===== src/rtl/dock_cfg_loader_if.sv =====
// Dock config-loader bus bundle: I/O gate, boot-ROM port, host write handshake, decoder write port and status.
// The slave modport is the loader; the master modport is the surrounding Dock logic.
interface dock_cfg_loader_if #(
  parameter int TBL_AW = 6
);
  logic              iorq_n;
  logic [TBL_AW-1:0] tbl_addr;
  logic [15:0]       tbl_data;
  logic              host_req;
  logic [7:0]        host_addr;
  logic [7:0]        host_wdata;
  logic              lock;
  logic              restart;
  logic              host_ack;
  logic              host_err;
  logic              cfg_we;
  logic [7:0]        cfg_addr;
  logic [7:0]        cfg_wdata;
  logic              loading;
  logic              boot_done;
  logic [TBL_AW:0]   entry_count;

  modport master (
    output iorq_n, tbl_data, host_req, host_addr, host_wdata, lock, restart,
    input  tbl_addr, host_ack, host_err, cfg_we, cfg_addr, cfg_wdata,
           loading, boot_done, entry_count
  );

  modport slave (
    input  iorq_n, tbl_data, host_req, host_addr, host_wdata, lock, restart,
    output tbl_addr, host_ack, host_err, cfg_we, cfg_addr, cfg_wdata,
           loading, boot_done, entry_count
  );
endinterface


===== src/rtl/dock_cfg_loader.sv =====
// Replays the boot ROM into the decoder config port (1 write per 3 cycles, first on the 3rd edge), then serves host writes
// (registered ack/err, max 1 per 2 cycles); every write stalls while iorq_n is low and pending host requests wait outside S_READY.
module dock_cfg_loader #(
  parameter int TBL_DEPTH = 64,
  parameter int TBL_AW    = 6
) (
  input logic              clk,
  input logic              rst_n,
  dock_cfg_loader_if.slave bus
);

  typedef enum logic [1:0] {
    S_FETCH = 2'd0,
    S_CHECK = 2'd1,
    S_WRITE = 2'd2,
    S_READY = 2'd3
  } state_e;

  localparam logic [7:0]        END_MARK = 8'hFF;
  localparam logic [TBL_AW-1:0] IDX_LAST = TBL_AW'(TBL_DEPTH - 1);
  localparam logic [TBL_AW:0]   CNT_FULL = (TBL_AW + 1)'(TBL_DEPTH);

  state_e            state_q, state_d;
  logic [TBL_AW-1:0] idx_q, idx_d;
  logic [15:0]       pair_q, pair_d;
  logic              cfg_we_q, cfg_we_d;
  logic [7:0]        cfg_addr_q, cfg_addr_d;
  logic [7:0]        cfg_wdata_q, cfg_wdata_d;
  logic              host_ack_q, host_ack_d;
  logic              host_err_q, host_err_d;
  logic              boot_done_q, boot_done_d;
  logic [TBL_AW:0]   entry_count_q, entry_count_d;
  logic              host_new;

  always_ff @(posedge clk or negedge rst_n) begin
    if (!rst_n) begin
      state_q       <= S_FETCH;
      idx_q         <= '0;
      pair_q        <= '0;
      cfg_we_q      <= 1'b0;
      cfg_addr_q    <= '0;
      cfg_wdata_q   <= '0;
      host_ack_q    <= 1'b0;
      host_err_q    <= 1'b0;
      boot_done_q   <= 1'b0;
      entry_count_q <= '0;
    end else begin
      state_q       <= state_d;
      idx_q         <= idx_d;
      pair_q        <= pair_d;
      cfg_we_q      <= cfg_we_d;
      cfg_addr_q    <= cfg_addr_d;
      cfg_wdata_q   <= cfg_wdata_d;
      host_ack_q    <= host_ack_d;
      host_err_q    <= host_err_d;
      boot_done_q   <= boot_done_d;
      entry_count_q <= entry_count_d;
    end
  end

  // A request still high in the ack/err cycle is the one just answered, not a new one.
  assign host_new = bus.host_req && !host_ack_q && !host_err_q;

  always_comb begin
    state_d       = state_q;
    idx_d         = idx_q;
    pair_d        = pair_q;
    cfg_we_d      = 1'b0;
    cfg_addr_d    = cfg_addr_q;
    cfg_wdata_d   = cfg_wdata_q;
    host_ack_d    = 1'b0;
    host_err_d    = 1'b0;
    boot_done_d   = boot_done_q;
    entry_count_d = entry_count_q;

    case (state_q)
      S_FETCH: begin
        state_d = S_CHECK;
      end

      S_CHECK: begin
        if (bus.tbl_data[15:8] == END_MARK) begin
          state_d       = S_READY;
          boot_done_d   = 1'b1;
          entry_count_d = {1'b0, idx_q};
        end else begin
          pair_d  = bus.tbl_data;
          state_d = S_WRITE;
        end
      end

      S_WRITE: begin
        if (bus.iorq_n) begin
          cfg_we_d    = 1'b1;
          cfg_addr_d  = pair_q[15:8];
          cfg_wdata_d = pair_q[7:0];
          // Full table ends on the last slot so idx never wraps back to 0.
          if (idx_q == IDX_LAST) begin
            state_d       = S_READY;
            boot_done_d   = 1'b1;
            entry_count_d = CNT_FULL;
          end else begin
            idx_d   = idx_q + TBL_AW'(1);
            state_d = S_FETCH;
          end
        end
      end

      S_READY: begin
        if (bus.restart) begin
          idx_d       = '0;
          boot_done_d = 1'b0;
          state_d     = S_FETCH;
        end else if (host_new) begin
          if (bus.lock) begin
            host_err_d = 1'b1;
          end else if (bus.iorq_n) begin
            cfg_we_d    = 1'b1;
            cfg_addr_d  = bus.host_addr;
            cfg_wdata_d = bus.host_wdata;
            host_ack_d  = 1'b1;
          end
        end
      end

      default: begin
        state_d = S_FETCH;
      end
    endcase
  end

  assign bus.tbl_addr    = idx_q;
  assign bus.loading     = (state_q != S_READY);
  assign bus.cfg_we      = cfg_we_q;
  assign bus.cfg_addr    = cfg_addr_q;
  assign bus.cfg_wdata   = cfg_wdata_q;
  assign bus.host_ack    = host_ack_q;
  assign bus.host_err    = host_err_q;
  assign bus.boot_done   = boot_done_q;
  assign bus.entry_count = entry_count_q;

endmodule


===== src/flat_wrapper.sv =====
// flat-port wrapper written by rule: the top's interface ports become plain ports
module dock_cfg_loader_flat 
#(
  parameter int TBL_DEPTH = 64,
  parameter int TBL_AW    = 6
)
  (clk, rst_n, bus_iorq_n, bus_tbl_data, bus_host_req, bus_host_addr, bus_host_wdata, bus_lock, bus_restart, bus_tbl_addr, bus_host_ack, bus_host_err, bus_cfg_we, bus_cfg_addr, bus_cfg_wdata, bus_loading, bus_boot_done, bus_entry_count);
  dock_cfg_loader_if #(.TBL_AW(TBL_AW)) bus_i ();
  input logic clk;
  input logic rst_n;
  input wire logic [$bits(bus_i.iorq_n)-1:0] bus_iorq_n;
  input wire logic [$bits(bus_i.tbl_data)-1:0] bus_tbl_data;
  input wire logic [$bits(bus_i.host_req)-1:0] bus_host_req;
  input wire logic [$bits(bus_i.host_addr)-1:0] bus_host_addr;
  input wire logic [$bits(bus_i.host_wdata)-1:0] bus_host_wdata;
  input wire logic [$bits(bus_i.lock)-1:0] bus_lock;
  input wire logic [$bits(bus_i.restart)-1:0] bus_restart;
  output wire logic [$bits(bus_i.tbl_addr)-1:0] bus_tbl_addr;
  output wire logic [$bits(bus_i.host_ack)-1:0] bus_host_ack;
  output wire logic [$bits(bus_i.host_err)-1:0] bus_host_err;
  output wire logic [$bits(bus_i.cfg_we)-1:0] bus_cfg_we;
  output wire logic [$bits(bus_i.cfg_addr)-1:0] bus_cfg_addr;
  output wire logic [$bits(bus_i.cfg_wdata)-1:0] bus_cfg_wdata;
  output wire logic [$bits(bus_i.loading)-1:0] bus_loading;
  output wire logic [$bits(bus_i.boot_done)-1:0] bus_boot_done;
  output wire logic [$bits(bus_i.entry_count)-1:0] bus_entry_count;
  assign bus_i.iorq_n = bus_iorq_n;
  assign bus_i.tbl_data = bus_tbl_data;
  assign bus_i.host_req = bus_host_req;
  assign bus_i.host_addr = bus_host_addr;
  assign bus_i.host_wdata = bus_host_wdata;
  assign bus_i.lock = bus_lock;
  assign bus_i.restart = bus_restart;
  assign bus_tbl_addr = bus_i.tbl_addr;
  assign bus_host_ack = bus_i.host_ack;
  assign bus_host_err = bus_i.host_err;
  assign bus_cfg_we = bus_i.cfg_we;
  assign bus_cfg_addr = bus_i.cfg_addr;
  assign bus_cfg_wdata = bus_i.cfg_wdata;
  assign bus_loading = bus_i.loading;
  assign bus_boot_done = bus_i.boot_done;
  assign bus_entry_count = bus_i.entry_count;
  dock_cfg_loader #(.TBL_DEPTH(TBL_DEPTH), .TBL_AW(TBL_AW)) u_core (.clk(clk), .rst_n(rst_n), .bus(bus_i));
endmodule

===== config.mk =====
export PLATFORM = sky130hd
export DESIGN_NAME = dock_cfg_loader_flat
export DESIGN_NICKNAME = d
export VERILOG_FILES = /design/src/rtl/dock_cfg_loader_if.sv /design/src/rtl/dock_cfg_loader.sv /design/src/flat_wrapper.sv
export SDC_FILE = /design/constraint.sdc
export NUM_CORES = 1
export LEC_CHECK = 0
export ABC_AREA = 1
export BUFFER_PORTS_ARGS = -buffer_cell sky130_fd_sc_hd__clkbuf_2
export CAP_MARGIN = 20
export CELL_PAD_IN_SITES_DETAIL_PLACEMENT = 2
export CELL_PAD_IN_SITES_GLOBAL_PLACEMENT = 2
export CORE_ASPECT_RATIO = 0.75
export CORE_MARGIN = 2
export CORE_UTILIZATION = 29
export CTS_CLUSTER_DIAMETER = 40
export DETAILED_ROUTE_END_ITERATION = 10
export PLACE_DENSITY_LB_ADDON = 0.1
export SLEW_MARGIN = 25
export SYNTH_ARGS = -nofsm -noshare
export SYNTH_HDL_FRONTEND = slang
export SYNTH_SLANG_ARGS = --single-unit

===== constraint.sdc =====
create_clock -name clk -period 2.1 [get_ports clk]
set_clock_uncertainty 0.2 [all_clocks]
set_input_delay 0.42 -clock clk [delete_from_list [all_inputs] [get_ports clk]]
set_output_delay 0.42 -clock clk [all_outputs]
set_load 0.02 [all_outputs]

[Yosys cells after proc, flatten, opt, wreduce, memory -nomap -nowiden]
Cells that the tools add are included.
Cells by class
  add/sub/neg operators: 1
  equal/unequal tests: 15
  multiplexer cells: 40
  bitwise operators: 1
  reduce and logical (&&, ||, !) cells: 14
Operators with widths (count)
  8-bit 2-to-1 mux: 10
  8-bit case mux with 2 select lines: 2
  7-bit 2-to-1 mux: 3
  6-bit 2-to-1 mux: 3
  1-bit 2-to-1 mux: 14
  2-bit != test (second input constant): 7
  7-bit case mux with 2 select lines: 1
  6-bit case mux with 2 select lines: 1
  8-bit == test (second input constant): 1
  2-bit case mux with 4 select lines: 1
  4-bit AND reduction: 2
  6-bit by 1-bit adder with 6-bit output (second input constant): 1
  6-bit == test (second input constant): 1
  2-bit 2-to-1 mux: 3
  2-bit by 1-bit != test with 1-bit output (second input constant): 3
  6-bit AND reduction: 1
  5-bit AND reduction: 1
  2-bit == test (second input constant): 2
  2-bit AND reduction: 2
  2-bit nonzero test: 2
  1-bit case mux with 3 select lines: 1
  3-bit nonzero test: 1
  2-bit by 1-bit == test with 1-bit output (second input constant): 1
  1-bit logical AND: 2
  other kinds (4): 5
Word-level totals
  flip-flop bits (word level): 51
  input port bits: 38
  output and inout port bits: 34
  word-level logic and storage cells: 81

[Depth between registers and ports, before layout]
Gate-level depths: netlist of run 1.
  depth after elaboration: 6
  gate-level depth with buffers: 9
  gate-level depth less buffers: 8

[Worst setup path before layout of run 1]
OpenSTA, ideal clock, no wires.
  kind: register -> register
  from: register u_core.idx_q[1], in the netlist u_core.bus.tbl_addr[1]
  to: register u_core.entry_count_q[6], in the netlist u_core.bus.entry_count[6]
  arrival: 1430 ps
  required time: 1780 ps
  setup slack: 350 ps
  stages on the path, launching flop included: 8
  path buffers: 1
  period minus slack after synthesis: 1750 ps
  cells stage by stage: dfrtp_1 -> ha_1 -> nand3_1 -> o21bai_2 -> nand3_4 -> buf_8 -> nand2_2 -> o21ai_2
On the way
  longest elaborated chain between the ends: 3
RTL lines
  start: declaration: RTL line dock_cfg_loader.sv:24  | logic [TBL_AW-1:0] idx_q, idx_d;
  start signal: assignment: RTL line dock_cfg_loader.sv:49  | idx_q <= idx_d;
  6-bit == test: RTL line dock_cfg_loader.sv:98  | if (idx_q == IDX_LAST) begin
  2-bit by 1-bit != test with 1-bit output (no line)
  4-bit AND reduction (no line)
  end signal: assignment: RTL line dock_cfg_loader.sv:57  | entry_count_q <= entry_count_d;
  end: declaration: RTL line dock_cfg_loader.sv:32  | logic [TBL_AW:0] entry_count_q, entry_count_d;
Every way passes these cells.
A chain may end at the register's enable or synchronous reset.

[Final worst setup path of run 1]
  from: register u_core.state_q[0]
  to: output port bus_loading
On the way
  longest elaborated chain between the ends: 1
RTL lines
  start: declaration: RTL line dock_cfg_loader.sv:23  | state_e state_q, state_d;
  start signal: assignment: RTL line dock_cfg_loader.sv:48  | state_q <= state_d;
  2-bit != test: RTL line dock_cfg_loader.sv:133  | assign bus.loading = (state_q != S_READY);
  end: declaration: RTL line flat_wrapper.sv:24  | output wire logic [$bits(bus_i.loading)-1:0] bus_loading;
Every way passes these cells.

==> results of run 1 <==
-- synthesized netlist by cell type, drive strengths merged --
library cell	number
o21bai	2
nor2	12
nand2	163
nor3b	1
inv	14
ha	1
nand3b	1
buf	9
nand3	40
nand4	1
xnor2	2
dfrtp	51
o21ai	11
clkbuf	1
-- through the flow --
stage / util [%] / instance area [um^2] / cells / total power (W) / worst slack (ns)
2_1_floorplan: - / 2480 / 309 / 0.00310 / 0.350
3_3_place_gp: 35.5 / 2980 / 486 / 0.00372 / 0.255
3_5_place_dp: 35.5 / 2980 / 486 / 0.00382 / 0.206
4_1_cts: 37.7 / 3160 / 495 / 0.00482 / 0.0651
5_1_grt: 37.8 / 3170 / 495 / 0.00515 / 0.0284
6_report: 37.8 / 3170 / 495 / 0.00472 / 0.125
-- area by class of cell --
class                      count  area [um^2]  area share, %
tap                          108          135           4.27
timing repair buffer          80          438           13.8
clock inverter                 2         35.0           1.11
inverter                      14         52.6           1.66
multi-input combinational    234         1090           34.5
clock buffer                   6          139           4.39
sequential                    51         1280           40.3
-- layout by cell type (no fill, tap or decap), drive strengths merged --
cell type | synthesis | final
buf | 9 | 8
bufinv | 0 | 1
clkbuf | 1 | 77
clkinv | 0 | 1
dfrtp | 51 | 51
dlygate4sd3 | 0 | 1
ha | 1 | 1
inv | 14 | 14
nand2 | 163 | 163
nand3 | 40 | 40
nand3b | 1 | 1
nand4 | 1 | 1
nor2 | 12 | 12
nor3b | 1 | 1
o21ai | 11 | 11
o21bai | 2 | 2
xnor2 | 2 | 2
-- critical path: cells and delay by family, from the launching register on --
kind          cells  cell delay [ns]
buf+inv           2             0.41
simple gates      1             0.17
flops             1             0.48
-- per-layer routing --
metal,track usage [%],part of all wire [%],vias up
li1,-,-,1121
met2,31.0,47,44
met3,3.05,4.2,5
met4,3.75,0.66,0
met1,24.2,48,1130
met5,0,0,-
-- worst max path at each step --
stage	depth (start not counted)	to	slack (ns)	start
detailed placement	6	u_core.bus.entry_count[0]	0.21	u_core.bus.tbl_addr[0]
global route	6	u_core.bus.entry_count[0]	0.03	u_core.bus.tbl_addr[1]
floorplan	7	u_core.bus.entry_count[6]	0.35	u_core.bus.tbl_addr[1]
CTS	3	bus_loading	0.07	u_core.state_q[0]
finish	3	bus_loading	0.13	u_core.state_q[0]
global placement	6	u_core.bus.cfg_addr[3]	0.26	bus_host_req
-- cells by family (layout without fill, tap and decap cells) --
| group | count (synthesis) | after routing | share of synthesized area (%) |
|---|---|---|---|
| AO/OA/AOI/OAI | 13 | 13 | 4.03 |
| flip-flops | 51 | 51 | 51.4 |
| AND/OR/NAND/NOR | 218 | 218 | 38.5 |
| adder cells (fa/ha/maj) | 1 | 1 | 0.504 |
| buffers and inverters | 24 | 102 | 4.79 |
| XOR/XNOR | 2 | 2 | 0.706 |
-- state kept, by name, summed over array words and instances, names as in the netlist --
signal and flops:
u_core.bus.cfg_we 1, u_core.bus.cfg_wdata 8, u_core.pair_q 16, u_core.bus.entry_count 7, u_core.bus.boot_done 1, u_core.bus.cfg_addr 8, u_core.bus.tbl_addr 6, u_core.bus.host_err 1
u_core.state_q 2, u_core.bus.host_ack 1
-- power groups by stage --
stage                     Combinational (W)  Clock (W)  Sequential [W]
final                               0.00210   0.000955         0.00167
after floorplan                     0.00123          0         0.00187
after CTS                           0.00216   0.000985         0.00167
after detailed placement            0.00214          0         0.00169
after global placement              0.00205          0         0.00167
after global routing                0.00240    0.00102         0.00173
-- timing repair --
item | CTS | global route
endpoints found under the setup margin | 0 | 1
hold buffers | 1 | 0
resized for setup | 0 | 1
hold endpoints to repair | 51 | 0
==> qor.yml, run 1 <==
vias_per_cell: 4.65
netlist_instances: 309
cellInternalPower_w: 0.00266
initial_core_util_pct: 29.6
hold-path-endpoint: "u_core.bus.host_err"
die_w_um: 111
synth_top_area_cell: "dfrtp_1"
wl_per_cell_um: 15.7
hp-class: "primary input to register"
finalHoldViolCount: 0
synth_area_leaders: "dfrtp_1, nand2_1, nand3_1, o21ai_2, nand2_2"
rsz0062_at_grt: "no"
cp_slowest_cell: "dfrtp_1"
layout-drive-gt1-share_pct: 29.5
whs_ns: 0.153
critPathCaptureType: "primary output"
ant_nets: 0
drcViolationCount: 0
hp-start: "bus_lock"
hpwl_mm: 5.77
io_pins: 72
yosysUniqueCellTypes: 27
required_ns: 1.48
power.share.clock_pct: 20.2
cts_tree: "yes"
ys_seq_elements: 51
portBuffers: 71
fp.dieH_um: 84.1
drt-total-wl_mm: 7.77
power_frac_seq_pct: 35.4
yosys.area.top_type_share_pct: 51.4
powerDensity_nw_per_um2: 1490
rrSetupSlack_ns: 0.22
fillers: 991
cp.arrival_ns: 1.35
cp_slowest_stage_delay_ns: 0.48
ys_seq_area_share_pct: 51.4
ys_warn_count: 0
overflow: 0
first_pass_iters: 4
grt_max_degree: 52
worstReg2RegEnd: "u_core.bus.entry_count[3]"
final-setup-viol-count: 0
setup_tns_ns: 0
peakVddDrop_uv: 476
diodes: 0
dr.first_iter.drc_count: 60
grt_pass1_vias: 2567
routed-via-count: 2300
grt_pass1_wl_mm: 13.4
finalNetCount: 425
path_max_fanout: 11
die_area_um2: 9320
combPwrFrac_pct: 44.4
critPathKind: "register to primary output"
core.rowCount: 29
htreeDepth: 2
status: "complete, no violations"
hold_depth: 3
avgSynthCellArea_um2: 8.03
reg2reg_depth: 6
path_clk_slew_ns: 0.07
p_leak_nw: 1.78
core_area_um2: 8380
relSlewSlack_pct: 72.7
synth_fp_nets: 348
slew_viol_final: 0
startpoint_type: "register"
period_minus_slack_ns: 1.97
grt_usage_pct: 18.0
cts_buffer_depth: 2
cap_violations: 0
fmax_ghz: 0.506
synth_area_um2: 2480
clock_latency_ns: 0.29
antenna_found_initial: 0
p_sw_w: 0.00206
path_cells: "nand2_4 -> buf_4 -> clkbuf_2"
numClockSinks: 51
cts-root-buf: "clkbuf_16"
postCtsSetupBuffers: 0
syn2layout_area_growth_pct: 27.6
cts_buffers: 5
finalCritPeriodShare_pct: 94.0
routabilityCongestion: 0.714
tightest_slew_ns: 0.408
r2r-start: "u_core.bus.tbl_addr[0]"
power.share.switching_pct: 43.6
Note: power is estimated with default switching activity, not from simulation.
==> inputs of run 2 (changes only) <==
- CELL_PAD_IN_SITES_DETAIL_PLACEMENT: 2 -> 1
- CELL_PAD_IN_SITES_GLOBAL_PLACEMENT: 2 -> 1
- CORE_UTILIZATION: 29 -> 37
==> run 2 against run 1 <==
Effect of this change: routed wire length down 12%; combinational power down 2%; core utilization up 10 points; clock power down 27%; register-to-register slack better by 0.05 ns; setup slack better by 0.011 ns; via count down 3.1%; flip-flop and latch count unchanged; die area down 21%; critical path depth unchanged; non-clock buffer count unchanged.
==> qor.yml, run 2 (synthesis results as in run 1) <==
critPathKind: "register to primary output"
cp.arrival_ns: 1.34  # about the same
wl_per_cell_um: 14.7  # -6.5%
cts_resized: 0  # unchanged
required_ns: 1.48  # about the same
grt_pass1_wl_mm: 11.6  # -14%
final-setup-viol-count: 0  # unchanged
drt-total-wl_mm: 6.87  # -12%
period_minus_slack_ns: 1.96  # -0.0109 ns
tightest_slew_ns: 0.460  # +0.0518 ns
peakVddDrop_uv: 397  # -17%
relSlewSlack_pct: 69.3  # -3.5 points
path_clk_slew_ns: 0.10  # +0.03 ns
cts-root-buf: "clkbuf_8"
largest_reg_flops: 16  # unchanged
whs_ns: 0.131  # -0.0222 ns
ant_nets: 0  # unchanged
grt_pass1_vias: 2281  # -11%
finalNetCount: 425  # unchanged
rsz0062_at_grt: "no"
grtUsageMet1_pct: 29.9  # +5.7 points
finalHoldViolCount: 0  # unchanged
cap_violations: 0  # unchanged
layout-drive-gt1-share_pct: 29.5  # unchanged
fmax_ghz: 0.509  # +0.56%
routabilityCongestion: 0.813  # +14%
numClockSinks: 51  # unchanged
core.rowCount: 25  # -14%
path_max_fanout: 12  # +1
core_area_um2: 6380  # -24%
largest-register: "u_core.pair_q"
first_pass_iters: 4  # unchanged
dr.first_iter.drc_count: 71  # +18%
use_met3_pct: 3.99  # +0.94 points
final_common_cell: "nand2_1"
initial_core_util_pct: 38.9  # +9.3 points
routed-via-count: 2229  # -3.1%
hp-class: "primary input to register"
slew_viol_final: 0  # unchanged
vias_per_cell: 4.76  # +2.5%
layout_common_cells: "nand2_1, clkbuf_2, dfrtp_1, nand3_1"
powerDensity_nw_per_um2: 1440  # -3.3%
grt_usage_pct: 20.2  # +2.1 points
portBuffers: 71  # unchanged
grt_max_degree: 52  # unchanged
critPathCaptureType: "primary output"
hpwl_mm: 5.21  # -9.7%
p_leak_nw: 1.75  # -1.9%
startpoint_type: "register"
cts_tree: "yes"
use_met2_pct: 31.1  # +0.19 points
setup_tns_ns: 0  # unchanged
cts_buffers: 5  # unchanged
antenna_found_initial: 0  # unchanged
die_w_um: 98.6  # -11%
io_pins: 72  # unchanged
finalCritPeriodShare_pct: 93.5  # -0.52 points
drcViolationCount: 0  # unchanged
diodes: 0  # unchanged
overflow: 0  # unchanged
fp.dieH_um: 74.9  # -11%
clock_latency_ns: 0.30  # about the same
status: "complete, no violations"
cts_buffer_depth: 2  # unchanged
busiest_layer: "met2"
syn2layout_area_growth_pct: 23.6
die_area_um2: 7380  # -21%
htreeDepth: 2  # unchanged
[run 2: metal layers]
layer	vias up	wire length [um]
met5	-	0
met4	0	48
met3	5	274
met2	42	2970
met1	1063	3570
li1	1119	-
[run 2: power breakdown]
group,switching (W),total (W),internal (W),leakage [nW]
clock,0.000342,0.000697,0.000355,0.0581
combinational,0.00137,0.00206,0.000689,1.03
sequential,0.000290,0.00166,0.00137,0.658
total,0.00201,0.00442,0.00241,1.75
[run 2: worst paths after layout]
kind                              startpoint                      end  slack, ns  depth (start not counted)
max                        u_core.state_q[1]              bus_loading       0.14                          3
min                                 bus_lock      u_core.bus.host_err       0.13                          3
max reg2reg                u_core.state_q[1]  u_core.bus.cfg_wdata[1]       0.27                          6
min reg2reg                 u_core.pair_q[6]         u_core.pair_q[6]       0.29                          2
max in group asynchronous              rst_n         u_core.pair_q[0]       1.01                          3
min in group asynchronous              rst_n     u_core.bus.boot_done       0.44                          3
[run 2: area by class of cell]
type / instances / area [um^2]
repair buffers: 80 / 438
multi-input cells: 234 / 1090
flip-flops and latches: 51 / 1280
fillers: 840 / 3310
clock inverters: 3 / 43.8
well taps: 81 / 101
clock buffers: 5 / 68.8
inverters: 14 / 52.6
[run 2: per-stage QoR]
step / cell area [um^2] / power, W / setup slack, ns / utilization (%) / std cells
2_1_floorplan: 2480 / 0.00310 / 0.350 / - / 309
3_3_place_gp: 2940 / 0.00368 / 0.364 / 46.1 / 459
6_report: 3070 / 0.00442 / 0.136 / 48.1 / 468
4_1_cts: 3070 / 0.00447 / 0.119 / 48.1 / 468
3_5_place_dp: 2940 / 0.00376 / 0.292 / 46.1 / 459
5_1_grt: 3070 / 0.00483 / 0.0661 / 48.1 / 468
[run 2: critical path, cell delays in order (launching register included)]
cell and delay, ns:
dfrtp_1 0.48, nand2_2 0.17, buf_4 0.20, clkbuf_2 0.19
[run 2: timing repair]
action / in CTS / in global routing
endpoints found under the hold margin: 51 / 0
buffers inserted: 0 / 0
hold buffers: 1 / 0
==> inputs of run 3 (changes only) <==
- MAX_ROUTING_LAYER: default -> met4
==> run 3 against run 2 <==
Effect of this change: total power decreased by 0.18%; via count increased by 0.76%; final cell count unchanged; sequential share of layout area unchanged; clock power about the same; non-clock buffer count unchanged; sequential power about the same; clock-buffer cell count unchanged; design area unchanged; flip-flop and latch count unchanged; highest routed layer unchanged.
==> qor.yml, run 3 (synthesis results as in run 1) <==
final-setup-viol-count: 0  # unchanged
finalHoldViolCount: 0  # unchanged
use_met3_pct: 3.99  # unchanged
largest-register: "u_core.pair_q"
cts_buffers: 5  # unchanged
portBuffers: 71  # unchanged
ant_nets: 0  # unchanged
power_frac_seq_pct: 37.6  # about the same
io_pins: 72  # unchanged
cts_buffer_depth: 2  # unchanged
cap_violations: 0  # unchanged
core_area_um2: 6380  # unchanged
cts-root-buf: "clkbuf_8"
postCtsHoldBufs: 1  # unchanged
finalNetCount: 425  # unchanged
syn2layout_area_growth_pct: 23.6  # unchanged
grt_pass1_wl_mm: 11.6  # unchanged
layout-drive-gt1-share_pct: 29.5  # unchanged
hp-class: "primary input to register"
dr.first_iter.drc_count: 55  # -23%
cp.arrival_ns: 1.34  # about the same
worstReg2RegEnd: "u_core.bus.entry_count[2]"
required_ns: 1.48  # about the same
cp_slowest_stage_delay_ns: 0.47  # about the same
grt_max_degree: 52  # unchanged
die_area_um2: 7380  # unchanged
postCtsSetupBuffers: 0  # unchanged
relSlewSlack_pct: 69.0  # -0.27 points
clock_latency_ns: 0.30  # about the same
antenna_found_initial: 0  # unchanged
core.rowCount: 25  # unchanged
grt_pass1_vias: 2277  # -0.18%
htreeDepth: 2  # unchanged
powerDensity_nw_per_um2: 1440  # -0.18%
hp-start: "bus_lock"
critPathKind: "register to primary output"
multi_input_area_um2: 1090  # unchanged
grt_usage_pct: 20.8  # +0.68 points
period_minus_slack_ns: 1.96  # -0.00430 ns
vias_per_cell: 4.80  # +0.76%
cp_top_family: "flip-flops"
finalCritPeriodShare_pct: 93.3  # -0.20 points
peakVddDrop_uv: 395  # -0.54%
routed-via-count: 2246  # +0.76%
rsz0062_at_grt: "no"
power.share.switching_pct: 45.3  # -0.10 points
slew_viol_final: 0  # unchanged
rrSetupSlack_ns: 0.28  # about the same
p_leak_nw: 1.75  # unchanged
startpoint_type: "register"
p_sw_w: 0.00200  # -0.40%
seq_area_um2: 1280  # unchanged
largest_reg_flops: 16  # unchanged
numClockSinks: 51  # unchanged
combPwrFrac_pct: 46.7  # about the same
path_max_fanout: 12  # unchanged
drt-total-wl_mm: 6.85  # -0.32%
path_clk_slew_ns: 0.10  # about the same
cellInternalPower_w: 0.00241  # about the same
fp.dieH_um: 74.9  # unchanged
fmax_ghz: 0.510  # +0.22%
hpwl_mm: 5.21  # unchanged
die_w_um: 98.6  # unchanged
hold_depth: 3  # unchanged
grtUsageMet1_pct: 30.0  # +0.059 points
initial_core_util_pct: 38.9  # unchanged
critPathCaptureType: "primary output"
wl_per_cell_um: 14.6  # -0.32%
use_met2_pct: 31.1  # unchanged
reg2reg_depth: 6  # unchanged
tightest_slew_ns: 0.464  # +0.00411 ns
final_common_cell: "nand2_1"
first_pass_iters: 4  # unchanged
routabilityCongestion: 0.825  # +1.5%
cts_tree: "yes"
path_cells: "nand2_2 -> buf_4 -> clkbuf_2"
cp_num_buf_inv: 2  # unchanged
diodes: 0  # unchanged
setup_tns_ns: 0  # unchanged
fillers: 840  # unchanged
drcViolationCount: 0  # unchanged
power_w: 0.00441  # -0.18%
final_core_util_pct: 48.1  # unchanged
cp_slowest_cell: "dfrtp_1"
busiest_layer: "met2"
layout_common_cells: "nand2_1, clkbuf_2, dfrtp_1, nand3_1"
cts_resized: 0  # unchanged
hold-path-endpoint: "u_core.bus.host_err"
power.share.clock_pct: 15.7  # about the same
r2r-start: "u_core.bus.tbl_addr[0]"
status: "complete, no violations"
overflow: 0  # unchanged
## run 3: metal layers
layer | up-vias | wire (um)
met3 | 4 | 292
met1 | 1081 | 3500
li1 | 1120 | -
met4 | 0 | 48
met5 | - | 0
met2 | 41 | 3010
## run 3: layout make-up
cell class | count | area share [%]
tap | 81 | 3.30
timing repair buffer | 80 | 14.3
clock buffer | 5 | 2.24
sequential | 51 | 41.6
clock inverter | 3 | 1.43
inverter | 14 | 1.71
multi-input combinational | 234 | 35.4
## run 3: worst register-to-register path, stage by stage (launching register included)
cell	delay (ns)
dfrtp_1	0.44
ha_1	0.22
nand3_1	0.16
o21bai_2	0.26
nand3_4	0.24
nand2_1	0.14
o21ai_2	0.06
## run 3: how the worst max path moves through the flow
stage,depth (start not counted),slack [ns],startpoint,to
finish,3,0.14,u_core.state_q[0],bus_loading
global route,3,0.07,u_core.state_q[0],bus_loading
CTS,3,0.12,u_core.state_q[0],bus_loading
detailed placement,6,0.29,u_core.bus.tbl_addr[0],u_core.bus.entry_count[2]
global placement,6,0.36,bus_host_req,u_core.bus.cfg_addr[7]
floorplan,7,0.35,u_core.bus.tbl_addr[1],u_core.bus.entry_count[6]
## run 3: power groups by stage
stage	logic [W]	registers, W	clock network (W)
2_1_floorplan	0.00123	0.00187	0
3_3_place_gp	0.00202	0.00166	0
3_5_place_dp	0.00208	0.00168	0
4_1_cts	0.00209	0.00166	0.000710
5_1_grt	0.00236	0.00172	0.000752
6_report	0.00206	0.00166	0.000694
## run 3: metrics by stage
stage | instances | setup WS, ns | area (um^2) | hold WS (ns)
after global routing | 468 | 0.0661 | 3070 | 0.137
after global placement | 459 | 0.364 | 2940 | 0.242
final | 468 | 0.140 | 3070 | 0.130
after floorplan | 309 | 0.350 | 2480 | -0.0756
after CTS | 468 | 0.119 | 3070 | 0.127
after detailed placement | 459 | 0.292 | 2940 | 0.242
